`config.mk`:
```
export PLATFORM = sky130hd
export DESIGN_NAME = wasm_operand_stack
export DESIGN_NICKNAME = d
export VERILOG_FILES = /design/src/rtl/wasm_stack_defs.sv /design/src/rtl/wasm_operand_stack_ram.sv /design/src/rtl/wasm_operand_stack.sv
export SDC_FILE = /design/constraint.sdc
export NUM_CORES = 2
export LEC_CHECK = 0
export CELL_PAD_IN_SITES_DETAIL_PLACEMENT = 0
export CELL_PAD_IN_SITES_GLOBAL_PLACEMENT = 1
export CORE_ASPECT_RATIO = 1.75
export CORE_MARGIN = 5
export CORE_UTILIZATION = 52
export DETAILED_ROUTE_END_ITERATION = 10
export GPL_TIMING_DRIVEN = 1
export HOLD_SLACK_MARGIN = 0.02
export PLACE_DENSITY_LB_ADDON = 0.3
export SYNTH_ARGS = -nofsm -noshare
export SYNTH_HDL_FRONTEND = slang
export SYNTH_SLANG_ARGS = --single-unit
```
`constraint.sdc`:
```
create_clock -name clk -period 6.75 [get_ports clk]
set_input_delay 1.0125 -clock clk [delete_from_list [all_inputs] [get_ports clk]]
set_output_delay 1.0125 -clock clk [all_outputs]
set_load 0.03 [all_outputs]
```
`src/rtl/wasm_stack_defs.sv`:
```
`default_nettype none
// ============================================================================
// Module      : wasm_stack_defs (package)
// Description : Opcode and trap encodings for the wasm operand stack. The trap
//               codes are shared with the CPU trap bus, so their values must
//               not be renumbered.
// Revision    : 1.0 - initial release
// ============================================================================
package wasm_stack_defs;

    localparam int c_OP_W   = 3;
    localparam int c_TRAP_W = 3;

    typedef enum logic [c_OP_W-1:0] {
        OP_NOP     = 3'd0,
        OP_PUSH    = 3'd1,
        OP_POP     = 3'd2,
        OP_DROP    = 3'd3,
        OP_DROPN   = 3'd4,
        OP_REPLACE = 3'd5,
        OP_PEEK    = 3'd6,
        OP_RSVD    = 3'd7
    } op_e;

    typedef enum logic [c_TRAP_W-1:0] {
        TRAP_NONE      = 3'd0,
        TRAP_UNDERFLOW = 3'd1,
        TRAP_OVERFLOW  = 3'd2,
        TRAP_BAD_OP    = 3'd3
    } trap_e;

endpackage : wasm_stack_defs
`default_nettype wire

```
`src/rtl/wasm_operand_stack_ram.sv`:
```
`default_nettype none
// ============================================================================
// Module      : stack_ram
// Description : DEPTH x WIDTH storage for the operand stack. One synchronous
//               write port and two asynchronous read ports (top refill and
//               indexed peek). No reset: contents are don't-care until written.
// Ports       : clk        - clock
//               i_we       - write enable
//               i_waddr    - write address
//               i_wdata    - write data
//               i_raddr_a  - read address, port A (top refill)
//               o_rdata_a  - read data, port A
//               i_raddr_b  - read address, port B (peek)
//               o_rdata_b  - read data, port B
// Revision    : 1.0 - initial release
// ============================================================================
module stack_ram #(
    parameter  int WIDTH  = 64,
    parameter  int DEPTH  = 16,
    localparam int ADDR_W = $clog2(DEPTH)
) (
    input  logic              clk,
    input  logic              i_we,
    input  logic [ADDR_W-1:0] i_waddr,
    input  logic [WIDTH-1:0]  i_wdata,
    input  logic [ADDR_W-1:0] i_raddr_a,
    output logic [WIDTH-1:0]  o_rdata_a,
    input  logic [ADDR_W-1:0] i_raddr_b,
    output logic [WIDTH-1:0]  o_rdata_b
);

    logic [WIDTH-1:0] r_mem [DEPTH];

    always_ff @(posedge clk) begin
        if (i_we) begin
            r_mem[i_waddr] <= i_wdata;
        end
    end

    assign o_rdata_a = r_mem[i_raddr_a];
    assign o_rdata_b = r_mem[i_raddr_b];

endmodule : stack_ram
`default_nettype wire

```
`src/rtl/wasm_operand_stack.sv`:
```
`default_nettype none
// ============================================================================
// Module      : wasm_operand_stack
// Description : Parametrised operand stack for the wasm CPU core. Supports
//               push, pop, drop, multi-entry drop, replace-top and indexed
//               peek, one op per cycle. A cached top register is refilled
//               from the array in the same cycle, so `top` never bubbles.
//               Any fault latches a sticky trap code that freezes the stack
//               until reset.
// Ports       : clk        - clock, rising edge
//               reset      - synchronous, active-low
//               op         - operation code (see wasm_stack_defs)
//               op_valid   - qualifies op
//               din        - data for PUSH / REPLACE
//               amount     - DROPN count, or PEEK depth index (0 = top)
//               top        - registered top-of-stack, 0 when empty
//               empty/full - count == 0 / count == DEPTH
//               count      - number of valid entries
//               pop_data   - value removed by the last POP
//               pop_valid  - one-cycle pulse after an accepted POP
//               peek_data  - entry at depth index amount
//               peek_valid - one-cycle pulse after an accepted PEEK
//               trap       - sticky trap code, first fault wins
// Revision    : 1.0 - initial release
// ============================================================================
module wasm_operand_stack
    import wasm_stack_defs::*;
#(
    parameter  int WIDTH = 64,
    parameter  int DEPTH = 16,
    localparam int CW    = $clog2(DEPTH + 1)
) (
    input  logic             clk,
    input  logic             reset,
    input  logic [2:0]       op,
    input  logic             op_valid,
    input  logic [WIDTH-1:0] din,
    input  logic [CW-1:0]    amount,
    output logic [WIDTH-1:0] top,
    output logic             empty,
    output logic             full,
    output logic [CW-1:0]    count,
    output logic [WIDTH-1:0] pop_data,
    output logic             pop_valid,
    output logic [WIDTH-1:0] peek_data,
    output logic             peek_valid,
    output logic [2:0]       trap
);

    localparam int            c_AW    = $clog2(DEPTH);
    localparam logic [CW-1:0] c_ONE   = CW'(1);
    localparam logic [CW-1:0] c_DEPTH = CW'(DEPTH);
    localparam logic [c_AW-1:0] c_A_ONE = c_AW'(1);
    localparam logic [c_AW-1:0] c_A_TWO = c_AW'(2);

    logic [CW-1:0]    r_count;
    logic [WIDTH-1:0] r_top;
    logic [WIDTH-1:0] r_pop_data;
    logic             r_pop_valid;
    logic [WIDTH-1:0] r_peek_data;
    logic             r_peek_valid;
    logic [2:0]       r_trap;

    logic             w_empty;
    logic             w_full;
    logic             w_accept;
    logic             w_we;
    logic [c_AW-1:0]  w_cnt_a;
    logic [c_AW-1:0]  w_amt_a;
    logic [c_AW-1:0]  w_waddr;
    logic [c_AW-1:0]  w_refill_addr;
    logic [c_AW-1:0]  w_peek_addr;
    logic [WIDTH-1:0] w_refill_data;
    logic [WIDTH-1:0] w_peek_data;

    assign w_empty  = (r_count == '0);
    assign w_full   = (r_count == c_DEPTH);
    // A latched trap freezes the stack: nothing is accepted until reset.
    assign w_accept = op_valid && (r_trap == TRAP_NONE);

    // Array addresses are computed modulo the array size. Whenever an address
    // can wrap (count reaching zero), the result is discarded, so the wrap is
    // harmless and avoids carrying the extra count bit into the address path.
    assign w_cnt_a = r_count[c_AW-1:0];
    assign w_amt_a = amount[c_AW-1:0];

    always_comb begin
        w_we    = 1'b0;
        w_waddr = w_cnt_a;
        if (w_accept) begin
            if (op == OP_PUSH && !w_full) begin
                w_we = 1'b1;
            end else if (op == OP_REPLACE && !w_empty) begin
                w_we    = 1'b1;
                w_waddr = w_cnt_a - c_A_ONE;
            end
        end
    end

    // Refill source: the entry that becomes the new top after a removal.
    always_comb begin
        w_refill_addr = w_cnt_a - c_A_TWO;
        if (op == OP_DROPN) begin
            w_refill_addr = w_cnt_a - w_amt_a - c_A_ONE;
        end
    end

    assign w_peek_addr = w_cnt_a - c_A_ONE - w_amt_a;

    stack_ram #(
        .WIDTH (WIDTH),
        .DEPTH (DEPTH)
    ) u_ram (
        .clk       (clk),
        .i_we      (w_we),
        .i_waddr   (w_waddr),
        .i_wdata   (din),
        .i_raddr_a (w_refill_addr),
        .o_rdata_a (w_refill_data),
        .i_raddr_b (w_peek_addr),
        .o_rdata_b (w_peek_data)
    );

    always_ff @(posedge clk) begin
        if (!reset) begin
            r_count      <= '0;
            r_top        <= '0;
            r_pop_data   <= '0;
            r_pop_valid  <= 1'b0;
            r_peek_data  <= '0;
            r_peek_valid <= 1'b0;
            r_trap       <= TRAP_NONE;
        end else begin
            r_pop_valid  <= 1'b0;
            r_peek_valid <= 1'b0;
            if (w_accept) begin
                case (op)
                    OP_PUSH: begin
                        if (w_full) begin
                            r_trap <= TRAP_OVERFLOW;
                        end else begin
                            r_count <= r_count + c_ONE;
                            r_top   <= din;
                        end
                    end
                    OP_POP, OP_DROP: begin
                        if (w_empty) begin
                            r_trap <= TRAP_UNDERFLOW;
                        end else begin
                            r_count <= r_count - c_ONE;
                            r_top   <= (r_count == c_ONE) ? '0 : w_refill_data;
                            if (op == OP_POP) begin
                                r_pop_data  <= r_top;
                                r_pop_valid <= 1'b1;
                            end
                        end
                    end
                    OP_DROPN: begin
                        if (amount != '0) begin
                            if (amount > r_count) begin
                                r_trap <= TRAP_UNDERFLOW;
                            end else begin
                                r_count <= r_count - amount;
                                r_top   <= (amount == r_count) ? '0 : w_refill_data;
                            end
                        end
                    end
                    OP_REPLACE: begin
                        if (w_empty) begin
                            r_trap <= TRAP_UNDERFLOW;
                        end else begin
                            r_top <= din;
                        end
                    end
                    OP_PEEK: begin
                        if (amount >= r_count) begin
                            r_trap <= TRAP_UNDERFLOW;
                        end else begin
                            r_peek_data  <= w_peek_data;
                            r_peek_valid <= 1'b1;
                        end
                    end
                    OP_RSVD: begin
                        r_trap <= TRAP_BAD_OP;
                    end
                    default: begin
                    end
                endcase
            end
        end
    end

    assign top        = r_top;
    assign empty      = w_empty;
    assign full       = w_full;
    assign count      = r_count;
    assign pop_data   = r_pop_data;
    assign pop_valid  = r_pop_valid;
    assign peek_data  = r_peek_data;
    assign peek_valid = r_peek_valid;
    assign trap       = r_trap;

endmodule : wasm_operand_stack
`default_nettype wire

```
==> results.toml <==
[status]
outcome = "complete, no violations"

[die]
num_rows = 165
dieArea_um2 = 123000
start_util_pct = 52.2
die_y_um = 460
die_w_um = 267
ios = 279
core_um2 = 115000

[setup_path]
crit_arrival_ns = 5.45
worstPathRequired_ns = 7.43
ff2ff_path_depth = 8
reg2reg_from = "count[1]"
startpoint_type = "register"
crit_path_max_fanout = 42
critical_path_class = "reg -> reg"
r2r_slack_ns = 1.97
end_kind = "register"
reg2reg_to = "top[56]"

[routing]
dr.pass1.iters = 6
vias_per_cell = 6.87
avgRoutedWirePerCell_um = 32.2
drt-initial-drc-count = 3658
drc = 0
dr_total_vias = 39600
drt-total-wl_um = 186000
detail-route-antenna-nets = 0

[synthesis]
synth-async-reset-ratio_pct = 0
synth_top_family_by_area = "multiplexers"
syn_inst = 4022
synthXorXnorAreaFrac_pct = 0.254
yosysUniqueCellTypes = 58
ys_ff_latch = 1225
synth_warnings = 0
synthMuxAreaShare_pct = 26.6
avgSynthCellArea_um2 = 15.0
synth_area_um2 = 60200
synth_compound_area_share_pct = 7.81
synthSimpleGateAreaFrac_pct = 4.48
syn-num-nets = 4116
synth-edff-count = 1024
ys.flop_type = "edfxtp_1"
ys_seq_area_share_pct = 57.8
synth-adder-area-share_pct = 0.433

[sta]
post-route-min-period_ns = 4.78
period_share_pct = 70.8
grt_setup_unrepaired = "false"
finalSetupViolCount = 0
max_freq_mhz = 209
timing.setup.tns_ns = 0
hold_viol = 0
skew_ns = 0.0316
hold_ws_ns = 0.453
slew_headroom_pct = 11.7
slew_viol_final = 0
tightest_slew_ns = 1.33

[power]
p_comb_share_pct = 20.2
clockPowerShare_pct = 35.2
irDropWorstVdd_mv = 0.240
p_switching_w = 0.00520
netSwitchingFraction_pct = 27.7
power.internal_w = 0.0136
pwr-share-seq_pct = 44.6
p_per_area_nw_per_um2 = 274
leakage_nw = 25.1

[clock_tree]
cts.root.buffer_cell = "clkbuf_16"
cts_setup_buffers = 0
htreeDepth = 3
clock_path_buffers = 3
cts-buffers-inserted = 111
cts_hold_buf = 0
cts_tree = "yes"
clk_transition_reported_paths_ns = 0.07
cts_resized = 0
clock_latency_ns = 0.76
clock_sinks = 1225

[min_path]
whs_path_depth = 2
min_path_type = "reg -> reg"
hold_path_end = "pop_data[60]"
hold_start = "pop_data[60]"

[global_routing]
antenna_found_initial = 4
grt_pass1_vias = 40300
grt_max_degree = 129
grt_pass1_wl_um = 271000
grt_usage_pct = 29.7
gr-total-overflow = 0

[flow_run]
max-cap-violations = 0

[place]
io_buffer_count = 277
place_congestion = 0.802
dpl.hpwl_um = 108000

[final_layout]
area_growth_pct = 14.0
drive_above_1_share_pct = 17.4
nets = 4254
==> final cells by class <==
type | count | area [um2]
sequential | 1225 | 34800
clock inverter | 64 | 741
timing repair buffer | 366 | 3930
fill | 8908 | 46600
inverter | 15 | 61.3
tap | 1503 | 1880
clock buffer | 148 | 3070
multi-input combinational | 2441 | 24100
antenna | 4 | 10.0
==> placed cells by master, fill, tap and decap left out, types with 12 or more instances in the layout <==
master | synthesis | final
a2111oi_0 | 21 | 21
a211oi_1 | 108 | 108
a21o_1 | 69 | 68
a21oi_1 | 225 | 224
a221oi_1 | 23 | 22
and3_1 | 42 | 42
buf_12 | 0 | 39
buf_4 | 30 | 50
bufinv_16 | 0 | 13
clkbuf_1 | 191 | 25
clkbuf_16 | 0 | 114
clkdlybuf4s50_1 | 0 | 277
clkinv_2 | 0 | 21
dfxtp_1 | 201 | 199
edfxtp_1 | 1024 | 1024
ha_1 | 16 | 15
inv_1 | 14 | 12
mux2_2 | 44 | 44
mux2i_1 | 685 | 684
mux4_2 | 384 | 384
nand2_1 | 313 | 312
nor2_1 | 39 | 21
nor2_4 | 0 | 18
nor2b_1 | 65 | 65
nor3_1 | 51 | 50
nor4_1 | 44 | 44
o21ai_0 | 46 | 46
o22a_1 | 65 | 65
o22ai_1 | 130 | 130
==> per-layer routing <==
layer  routed length [um]  GRT usage [%]
met1                66900           36.9
met2                96100           52.4
met4                 8240           12.6
met3                14500           3.89
met5                    0              0
==> logic make-up (layout without fill, tap and decap cells) <==
kind of cell / after synthesis / count (layout)
AO/OA/AOI/OAI: 716 / 716
XOR/XNOR: 15 / 15
adder cells (fa/ha/maj): 19 / 19
buffers and inverters: 356 / 593
flip-flops: 1225 / 1225
multiplexers: 1113 / 1113
other: 1 / 5
AND/OR/NAND/NOR: 577 / 577
==> Yosys cell counts, types with 4 or more instances <==
cell type / count / area, um2
xnor2_1: 5 / 43.8
nand2b_1: 5 / 31.3
mux2_2: 44 / 495
nand2_1: 313 / 1170
o22ai_1: 130 / 813
buf_4: 30 / 225
a211oi_1: 108 / 811
mux4_2: 384 / 8650
ha_1: 16 / 200
inv_1: 14 / 52.6
mux2i_1: 685 / 6860
buf_1: 17 / 63.8
nor2_1: 39 / 146
a21oi_1: 225 / 1130
xor2_1: 8 / 70.1
a21o_1: 69 / 518
nor2b_1: 65 / 407
nor4_1: 44 / 275
a221oi_1: 23 / 201
clkbuf_1: 191 / 717
o21a_1: 4 / 30.0
a2111oi_0: 21 / 184
edfxtp_1: 1024 / 30700
nor3_1: 51 / 255
o21ai_0: 46 / 230
o22a_1: 65 / 569
buf_2: 101 / 505
and3_1: 42 / 263
dfxtp_1: 201 / 4020
nand3_1: 7 / 35.0
==> how the worst max path moves through the flow <==
stage                               to  depth (start not counted)  slack, ns     start
floorplan            u_ram.r_mem[0][0]                         13       0.27  count[1]
global placement               top[20]                          9       1.53     op[2]
detailed placement             top[20]                          9       1.51     op[2]
CTS                 u_ram.r_mem[5][46]                         10       2.02  count[1]
global route                   top[56]                          8       1.82  count[1]
finish                         top[56]                          8       1.97  count[1]
==> per-stage QoR <==
step | utilization, % | cell area, um2 | cells | total power, W | worst slack [ns]
after CTS | 59.5 | 68600 | 5762 | 0.0189 | 2.02
after global placement | 56.2 | 64800 | 5550 | 0.0123 | 1.53
after global routing | 59.5 | 68600 | 5764 | 0.0193 | 1.82
after detailed placement | 56.2 | 64800 | 5550 | 0.0123 | 1.51
after floorplan | - | 60200 | 4022 | 0.0110 | 0.270
final | 59.5 | 68600 | 5766 | 0.0188 | 1.97
==> registers in the layout (all words and copies together), names as in the netlist <==
register,count
top,64
trap,2
peek_valid,1
pop_valid,1
pop_data,64
count,5
u_ram.r_mem,1024
peek_data,64
==> critical path, cell delays in order (launching register included) <==
cell	delay, ns
dfxtp_4	0.83
inv_1	0.34
fa_4	1.25
buf_4	0.55
mux4_2	0.31
nand2_1	0.06
and3_1	0.23
nor4_1	0.86
o22a_1	0.26
==> power by group through the flow <==
stage / Sequential (W) / Clock, W / Combinational (W)
after global routing: 0.00837 / 0.00701 / 0.00397
after detailed placement: 0.00853 / 0 / 0.00377
after global placement: 0.00853 / 0 / 0.00375
after CTS: 0.00836 / 0.00671 / 0.00378
after floorplan: 0.00858 / 0 / 0.00247
final: 0.00837 / 0.00661 / 0.00379
No activity file was read; power rests on OpenSTA's default activity.
